$ cat config.mk
export PLATFORM = sky130hd
export DESIGN_NAME = pipe_hazard_unit
export DESIGN_NICKNAME = d
export VERILOG_FILES = /design/src/rtl/pipe_pkg.sv /design/src/rtl/fwd_port_mux.sv /design/src/rtl/pipe_hazard_unit.sv
export SDC_FILE = /design/constraint.sdc
export NUM_CORES = 1
export LEC_CHECK = 0
export ABC_AREA = 0
export CAP_MARGIN = 20
export CELL_PAD_IN_SITES_DETAIL_PLACEMENT = 1
export CELL_PAD_IN_SITES_GLOBAL_PLACEMENT = 1
export CORE_MARGIN = 1.5
export CORE_UTILIZATION = 24
export CTS_CLUSTER_DIAMETER = 80
export DETAILED_ROUTE_END_ITERATION = 8
export GPL_ROUTABILITY_DRIVEN = 0
export PLACE_DENSITY_LB_ADDON = 0.08
export SETUP_SLACK_MARGIN = 0.15
export SLEW_MARGIN = 20
export SYNTH_ARGS = -nofsm -noshare
export SYNTH_HDL_FRONTEND = slang
export SYNTH_SLANG_ARGS = --single-unit
$ cat constraint.sdc
create_clock -name clk -period 3.8 [get_ports clk]
set_input_delay 1.14 -clock clk [delete_from_list [all_inputs] [get_ports clk]]
set_output_delay 1.14 -clock clk [all_outputs]
set_load 0.03 [all_outputs]
$ cat src/rtl/pipe_pkg.sv
// Shared definitions for the miniRV hazard/forwarding unit: stage indices,
// descriptor field layout and width helpers.
package pipe_pkg;

    // Producer stage indices as seen by fwd_sel (0 means "no forward").
    localparam int unsigned STAGE_EX  = 1;
    localparam int unsigned STAGE_MEM = 2;
    localparam int unsigned STAGE_WB  = 3;

    // Descriptor bit layout, LSB first: valid, we, rd, wait counter.
    localparam int unsigned DESC_VALID = 0;
    localparam int unsigned DESC_WE    = 1;
    localparam int unsigned DESC_RD    = 2;

    // Width of a stage index including the "none" code.
    function automatic int unsigned sel_width(input int unsigned fwd_stages);
        return $clog2(fwd_stages + 1);
    endfunction

    // Wait counter must hold LOAD_LAT up to fwd_stages-1.
    function automatic int unsigned wait_width(input int unsigned fwd_stages);
        return (fwd_stages <= 2) ? 1 : $clog2(fwd_stages);
    endfunction

    // Total descriptor width for a given register index width.
    function automatic int unsigned desc_width(input int unsigned reg_addr_w,
                                               input int unsigned fwd_stages);
        return 2 + reg_addr_w + wait_width(fwd_stages);
    endfunction

    // Descriptor view for the default configuration (5-bit rd, 3 stages).
    typedef struct packed {
        logic [1:0] wait_cnt;
        logic [4:0] rd;
        logic       we;
        logic       valid;
    } desc_t;

endpackage

$ cat src/rtl/fwd_port_mux.sv
// Per-read-port forwarding resolver: finds the youngest matching producer
// stage and reports either a forward hit or a load-use hazard.
module fwd_port_mux
    import pipe_pkg::*;
#(
    parameter  int unsigned XLEN       = 32,
    parameter  int unsigned REG_ADDR_W = 5,
    parameter  int unsigned FWD_STAGES = 3,
    localparam int unsigned SEL_W      = sel_width(FWD_STAGES),
    localparam int unsigned DESC_W     = desc_width(REG_ADDR_W, FWD_STAGES)
) (
    input  logic [REG_ADDR_W-1:0]        rs_i,
    input  logic                         used_i,
    input  logic [FWD_STAGES*DESC_W-1:0] desc_i,
    input  logic [FWD_STAGES*XLEN-1:0]   st_data_i,
    output logic                         hit_o,
    output logic [SEL_W-1:0]             sel_o,
    output logic [XLEN-1:0]              data_o,
    output logic                         hazard_o
);

    localparam int unsigned WAIT_W   = wait_width(FWD_STAGES);
    localparam int unsigned WAIT_LSB = DESC_RD + REG_ADDR_W;

    logic              found;
    logic [DESC_W-1:0] cur_desc;

    // Scan from stage 1 upward; the first match is the youngest producer.
    always_comb begin
        hit_o    = 1'b0;
        sel_o    = '0;
        data_o   = '0;
        hazard_o = 1'b0;
        found    = 1'b0;
        cur_desc = '0;
        for (int k = 0; k < FWD_STAGES; k++) begin
            cur_desc = desc_i[k*DESC_W +: DESC_W];
            if (!found && used_i && (rs_i != '0) &&
                cur_desc[DESC_VALID] && cur_desc[DESC_WE] &&
                (cur_desc[DESC_RD +: REG_ADDR_W] == rs_i)) begin
                found  = 1'b1;
                sel_o  = SEL_W'(k + 1);
                data_o = st_data_i[k*XLEN +: XLEN];
                // Load data not yet available: stall instead of forwarding.
                if (cur_desc[WAIT_LSB +: WAIT_W] != '0) begin
                    hazard_o = 1'b1;
                end else begin
                    hit_o = 1'b1;
                end
            end
        end
    end

endmodule

$ cat src/rtl/pipe_hazard_unit.sv
// Forwarding and hazard controller for the in-order miniRV pipeline: keeps a
// shadow pipeline of destination descriptors, resolves the read ports against
// it and arbitrates freeze, redirect flush and load-use stall.
module pipe_hazard_unit
    import pipe_pkg::*;
#(
    parameter  int unsigned XLEN         = 32,
    parameter  int unsigned REG_ADDR_W   = 5,
    parameter  int unsigned NUM_RD_PORTS = 2,
    parameter  int unsigned FWD_STAGES   = 3,
    parameter  int unsigned LOAD_LAT     = 1,
    localparam int unsigned SEL_W        = sel_width(FWD_STAGES)
) (
    input  logic                               clk,
    input  logic                               rst,
    input  logic                               id_valid,
    input  logic [NUM_RD_PORTS*REG_ADDR_W-1:0] id_rs,
    input  logic [NUM_RD_PORTS-1:0]            id_rs_used,
    input  logic                               id_we,
    input  logic [REG_ADDR_W-1:0]              id_rd,
    input  logic                               id_is_load,
    input  logic [FWD_STAGES*XLEN-1:0]         st_data,
    input  logic                               redirect,
    input  logic                               mem_ready,
    output logic                               stall_if,
    output logic                               stall_id,
    output logic                               flush_id,
    output logic                               bubble_ex,
    output logic                               freeze,
    output logic [NUM_RD_PORTS-1:0]            fwd_hit,
    output logic [NUM_RD_PORTS*SEL_W-1:0]      fwd_sel,
    output logic [NUM_RD_PORTS*XLEN-1:0]       fwd_data,
    output logic [FWD_STAGES-1:0]              stage_valid,
    output logic                               retire_valid
);

    localparam int unsigned WAIT_W   = wait_width(FWD_STAGES);
    localparam int unsigned DESC_W   = desc_width(REG_ADDR_W, FWD_STAGES);
    localparam int unsigned WAIT_LSB = DESC_RD + REG_ADDR_W;
    localparam int unsigned EX_IDX   = STAGE_EX - 1;

    logic [FWD_STAGES*DESC_W-1:0]   desc_q, desc_d;
    logic [DESC_W-1:0]              shift_desc;
    logic [WAIT_W-1:0]              id_wait;
    logic [NUM_RD_PORTS-1:0]        port_hit, port_hazard;
    logic [NUM_RD_PORTS*SEL_W-1:0]  port_sel;
    logic [NUM_RD_PORTS*XLEN-1:0]   port_data;
    logic                           frz, hazard;

    assign frz     = ~mem_ready;
    assign freeze  = frz;
    assign hazard  = |port_hazard;
    assign id_wait = id_is_load ? WAIT_W'(LOAD_LAT) : '0;

    for (genvar p = 0; p < NUM_RD_PORTS; p++) begin : g_port
        fwd_port_mux #(
            .XLEN       (XLEN),
            .REG_ADDR_W (REG_ADDR_W),
            .FWD_STAGES (FWD_STAGES)
        ) u_fwd_port_mux (
            .rs_i      (id_rs[p*REG_ADDR_W +: REG_ADDR_W]),
            .used_i    (id_rs_used[p]),
            .desc_i    (desc_q),
            .st_data_i (st_data),
            .hit_o     (port_hit[p]),
            .sel_o     (port_sel[p*SEL_W +: SEL_W]),
            .data_o    (port_data[p*XLEN +: XLEN]),
            .hazard_o  (port_hazard[p])
        );
    end

    for (genvar k = 0; k < FWD_STAGES; k++) begin : g_valid
        assign stage_valid[k] = desc_q[k*DESC_W + DESC_VALID];
    end

    // Pipeline control: freeze beats redirect beats load-use hazard.
    always_comb begin
        stall_if  = 1'b0;
        stall_id  = 1'b0;
        flush_id  = 1'b0;
        bubble_ex = 1'b0;
        if (!rst) begin
            if (frz) begin
                stall_if = 1'b1;
                stall_id = 1'b1;
            end else if (redirect) begin
                // ID instruction is on the wrong path, so its hazard is moot.
                flush_id  = 1'b1;
                bubble_ex = 1'b1;
            end else if (hazard) begin
                stall_if  = 1'b1;
                stall_id  = 1'b1;
                bubble_ex = 1'b1;
            end
        end
    end

    // Forwarding outputs are forced quiet while reset is asserted.
    assign fwd_hit      = rst ? '0 : port_hit;
    assign fwd_sel      = rst ? '0 : port_sel;
    assign fwd_data     = rst ? '0 : port_data;
    assign retire_valid = ~rst & stage_valid[FWD_STAGES-1] & ~frz;

    // Descriptor shift: older stages take the younger one with wait counted down.
    always_comb begin
        desc_d     = desc_q;
        shift_desc = '0;
        if (!frz) begin
            for (int k = 1; k < FWD_STAGES; k++) begin
                shift_desc = desc_q[(k-1)*DESC_W +: DESC_W];
                if (shift_desc[WAIT_LSB +: WAIT_W] != '0) begin
                    shift_desc[WAIT_LSB +: WAIT_W] =
                        shift_desc[WAIT_LSB +: WAIT_W] - WAIT_W'(1);
                end
                desc_d[k*DESC_W +: DESC_W] = shift_desc;
            end
            desc_d[EX_IDX*DESC_W +: DESC_W] = {id_wait, id_rd, id_we, id_valid & ~bubble_ex};
        end
    end

    // Descriptor register; reset clears every stage at once.
    always_ff @(posedge clk or posedge rst) begin
        if (rst) begin
            desc_q <= '0;
        end else begin
            desc_q <= desc_d;
        end
    end

endmodule

# == Word-level counts from Yosys, hierarchy flattened ==
# Index checks and enable logic that the tools add are counted.
# totals
latch_bits,0
ramBits,0
romBits,0
regBits,27
n_memories,0
output_inout_bits,79
# classes
div_mod_pow,0
shift,0
add_sub_neg,2
mul,0
eq_ne,6
bitwise_logic,6
reduce_logical,38
n_lt_le_gt_ge,0
mux,54
# ops
cell,n
2-to-1 mux 32 bit,6
2-to-1 mux 64 bit,1
2-to-1 mux 1 bit,39
== test 5 bit,6
logical AND 1 bit,28
2-to-1 mux 2 bit,7
nonzero test 5 bit,2
nonzero test 2 bit,3
zero test 1 bit,4
2-to-1 mux 4 bit,1
subtractor 2 x 1 -> 2 bit (second input constant),2
AND 1 bit,3
inverter 1 bit,3
OR reduction 2 bit,1

# == Longest topological paths before layout ==
# depth
word_depth,27
mapped_depth,7
ltp_nobuf,5

# == Cells and area by module ==
# From an unflattened synthesis, not the netlist that was laid out.
# unflattened
hier_cells,554
area_unflattened_um2,4145.2
# modules_own_cells
module,cells_each,seq_area_each_um2,n_inst,area_per_inst_um2
fwd_port_mux,207,0.0,2,1332.5
pipe_hazard_unit,140,550.5,1,1480.2

# == Least setup slack after synthesis ==
# OpenSTA, ideal clock, no wires.
# synth_timing
kind,in2out
startpoint,input port rst
endpoint,output port fwd_data[23]
cell_stages,6
t_required_ns,2.660
t_arrival_ns,3.238
slack_ns,-0.578
path_cell_list,clkbuf_1 inv_1 clkbuf_1 clkbuf_1 o31ai_1 a21oi_1
# synth_via
elab_chain_len,1
# synth_rtl
item,line,text
from (decl),pipe_hazard_unit.sv:15,"input logic rst,"
2-to-1 mux 64 bit,pipe_hazard_unit.sv:101,assign fwd_data = rst ? '0 : port_data;
to (decl),pipe_hazard_unit.sv:32,"output logic [NUM_RD_PORTS*XLEN-1:0] fwd_data,"
# Every way passes these cells.

# == Worst setup path after layout ==
# layout_timing
startpoint,input port id_rs[0]
endpoint,output port fwd_data[15]
# layout_via
elab_chain_len,21
elab_cells_between_ends,26
classes_between,eq/ne: 3; mux: 6; reduce/logical: 17
# layout_rtl
item,line,text
from (decl),pipe_hazard_unit.sv:17,"input logic [NUM_RD_PORTS*REG_ADDR_W-1:0] id_rs,"
nonzero test 5 bit,fwd_port_mux.sv:38,if (!found && used_i && (rs_i != '0) &&
logical AND 1 bit (2 in series),fwd_port_mux.sv:38,
logical AND 1 bit (2 in series),fwd_port_mux.sv:39,cur_desc[DESC_VALID] && cur_desc[DESC_WE] &&
2-to-1 mux 1 bit,fwd_port_mux.sv:38,
zero test 1 bit,fwd_port_mux.sv:38,
logical AND 1 bit (3 in series),fwd_port_mux.sv:38,
logical AND 1 bit (2 in series),fwd_port_mux.sv:39,
2-to-1 mux 1 bit,fwd_port_mux.sv:38,
zero test 1 bit,fwd_port_mux.sv:38,
logical AND 1 bit (3 in series),fwd_port_mux.sv:38,
logical AND 1 bit (2 in series),fwd_port_mux.sv:39,
2-to-1 mux 32 bit *,fwd_port_mux.sv:38,
2-to-1 mux 64 bit *,pipe_hazard_unit.sv:101,
# Mark *: on every way between the ends. The rest lies on a longest branch, timed or not.

==> impl_summary.md <==
Power and ir drop
The worst-case IR drop observed on VDD is 0.000266 V. The static leakage is 3.32 nW. The cell area power density is 153 nW/um2.

Setup path
The maximum single-stage delay on the critical path is 0.53 ns. The signal on the critical path passes through buf_8 -> or4_4 -> o21ai_4 -> buf_6 -> o21bai_4 -> or2_4 -> buf_12 -> buf_16 -> a21oi_4 -> buf_6. The kind of end point of the critical path is a primary output. The worst setup path is launched from an input pin. Counting both buffers and inverters, the worst setup path holds a total of 5. The critical path's most frequent cell is buf_6. For this design, the slowest cell found on the critical path is or4_4. Tracing the worst setup path back leads to its startpoint at id_rs[0]. The critical path is of the in -> out type. The required time of the worst setup path is 2.66 ns. The cell family with the largest share of critical-path delay is simple AND/OR/NAND/NOR gates. At the worst endpoint, the arrival time is 3.05 ns. The reg-to-reg critical path startpoint is desc_q[5]. The peak fanout along the critical path is 8.

Floorplanning
The die covers 14900 um2. The number of placement rows is 43. The die is 122 um tall.

The area of the core region is 13900 um2. The I/O pin count is 199. For this configuration, the core starts out at a cell density of 24.5%.

The die width is 122 um.

Timing
For the pin with the worst max-slew slack, the measured transition is 0.549 ns. The final hold violation count was 0. The count of endpoints failing setup in the final report is 73. The least setup slack across all paths after layout is -0.386 ns. The final-report max-slew violation count is 0.

The peak clock frequency supported by timing is 239 MHz. The post-route clock skew is 0.00258 ns. Setup repair after global routing could not meet its margin everywhere.

The worst pin sits at a relative slew slack of 63.1%. The final critical delay including setup and external delays is 4.19 ns. Summed over all failing endpoints, the final setup total negative slack is -24.42 ns. The share of the cycle needed by the critical path after routing is 110%.

Logic synthesis
By area the synthesized netlist is led by dfrtp_1 (16%), a31oi_2 (11%), a32oi_1 (8.2%). In the synthesized netlist the dominant register cell turns out to be dfrtp_1. After synthesis, flip-flops and latches occupy 16.2% of the total area. After synthesis, the mean cell area works out to 8.25 um2.

The number of storage elements in the synthesis netlist is 22. For this run, asynchronously set or reset flops after synthesis account for 100%. The share of Yosys cell area claimed by the top area cell type is 16.2%. The commonest cells after synthesis are a21oi_1 (38), nand2_1 (36), nand3_1 (34). The cell type contributing the most total cell area after synthesis is dfrtp_1. The number of flops mapped to enable cells by yosys is 0. The total of warnings raised by yosys is 0. The mapped cell area is 3410 um2.

After synthesis, the netlist uses 46 different library cells. The most instantiated library cell after synthesis is a21oi_1. Synthesis produced a netlist whose cell count is 413.

The number of nets handed over by synthesis was 533.

CTS
Counting along the longest clock path gives a buffer depth of 2. The total clock buffers created by CTS is 3. TritonCTS built the clock tree.

The root buffer cell chosen for the clock tree is clkbuf_16. CTS built an H-tree with a depth of 1. The later-pin clock latency in the skew report is 0.26 ns. The TritonCTS sink count is 22.

The clock-pin slew on the worst setup and hold paths is 0.06 ns.

Placement
The total of buffers placed on input and output ports is 198. The post-DP HPWL is 12500 um. Before CTS, the worst setup slack after placement is -0.783 ns. Summing all placed instances gives a cell area of 6600 um2. Once placement completed, the tool counted placed cells totaling 806.

Layout
The largest registers in the layout are desc_q: 22 flops. Of the cells placed in the final design, the portion with a size suffix greater than 1 is 70.9%. The area growth from synthesis to layout is 185%. The post-layout utilization of the core is 70.0%.

The largest register by flop count is desc_q. The diode insertion count for antenna repair is 0. The final-stage net count is 814. The number of flip-flops in the largest register is 22. The number of non-filler instances in the completed layout is 873. The final cell area excluding filler cells is 9720 um2.

Route
The number of iterations in the first detailed-routing pass is 5. The number of vias after detailed routing is 5416. After the first detailed-routing iteration, the DRC count stood at 345. After detailed routing, the total wire length is 27200 um. The via-per-instance ratio is 6.20.

The average wire per standard cell is 31.1 um. After detailed routing, the number of remaining DRC violations is 0. The count of nets left with antenna violations once routing finished came out at 0.

Worst hold path
The startpoint identified for the worst hold timing path is desc_q[10]. The path category of the worst min-delay check is reg -> reg.

Global route
Global routing consumed, over all layers together, 31.9% of the routing resources. The first global-routing pass estimated 35800 um of wire. The total overflow left after global routing is 0.

The maximum number of pins on one net before global-route repair is 42. The number of antenna violations at the first check in global routing was 0. The number of global-route vias before repair is 5864.

Status
The final reports fail on negative setup slack. The run finished, with violations left.

Run
Max-cap violations in this run came to 0.
==> metal layers <==
metal / track usage [%] / vias up / wire [um]
met5: 0 / - / 0
li1: - / 2244 / -
met1: 38.7 / 2728 / 10600
met4: 11.3 / 0 / 1280
met2: 56.0 / 338 / 13500
met3: 5.95 / 106 / 1780
==> placed cells by master (no fill, tap or decap), types with 3 or more instances in the layout <==
cell,n
nor2_1,3
a21oi_4,35
a31oi_4,33
buf_6,104
o41ai_2,31
a32oi_2,18
nand3_4,28
o31ai_1,16
nand2_1,13
clkbuf_16,7
buf_12,29
nand3_2,4
clkdlybuf4s50_1,112
mux2_2,21
xnor2_1,9
xnor2_4,6
o31ai_2,14
buf_4,58
nand4_1,4
xnor2_2,5
xor2_2,3
buf_16,17
nand2_4,21
dfrtp_1,22
xor2_1,6
o21ai_4,3
a32oi_4,14
buf_8,7
inv_1,3
==> through the flow <==
stage          hold slack [ns]  power, W
4_1_cts                  0.543   0.00139
3_5_place_dp             0.528  0.000908
2_1_floorplan            0.498  0.000589
6_report                 0.581   0.00149
3_3_place_gp             0.527  0.000898
5_1_grt                  0.589   0.00154
==> where the power goes <==
part           internal (W)  switching [W]
Sequential         0.000268      0.0000662
Combinational      0.000425       0.000427
Clock              0.000209      0.0000920
==> cells by family (layout without fill, tap and decap cells) <==
group | count (synthesis) | after routing | share of synthesized area (%)
buf+inv | 62 | 342 | 10.1
compound gates | 179 | 179 | 44.1
simple gates | 99 | 99 | 15.0
mux | 21 | 21 | 6.94
xor+xnor | 30 | 30 | 7.71
flops | 22 | 22 | 16.2
==> final timing paths <==
path	to	slack, ns	cells after the start
setup reg to reg	desc_q[0]	1.57	9
setup / recovery	fwd_data[15]	-0.39	10
min in group asynchronous	desc_q[12]	1.34	3
hold reg to reg	desc_q[10]	0.58	1
max in group asynchronous	desc_q[3]	1.99	4
hold / removal	desc_q[10]	0.58	1
==> final cells by class <==
type                    instances  area [um2]
clock inverters                 1        30.0
repair buffers                334        4000
well taps                     180         225
multi-input cells             329        4830
flip-flops and latches         22         551
clock buffers                   3        75.1
fillers                      1278        4160
inverters                       4        15.0
==> worst reg2reg max path, stage by stage, from the launching register on <==
cell	delay (ns)
dfrtp_1	0.47
xnor2_1	0.25
nand4_1	0.22
buf_6	0.20
nor3_4	0.17
buf_6	0.22
buf_16	0.16
o21ai_4	0.07
buf_4	0.13
o31a_1	0.23
==> timing repair <==
item	CTS	global route
setup buffers	36	4
cloned	19	4
pin swaps	56	44
hold buffers	0	0
setup endpoints to repair	73	73
gates resized for setup	375	66
No activity file was read; power rests on OpenSTA's default activity.
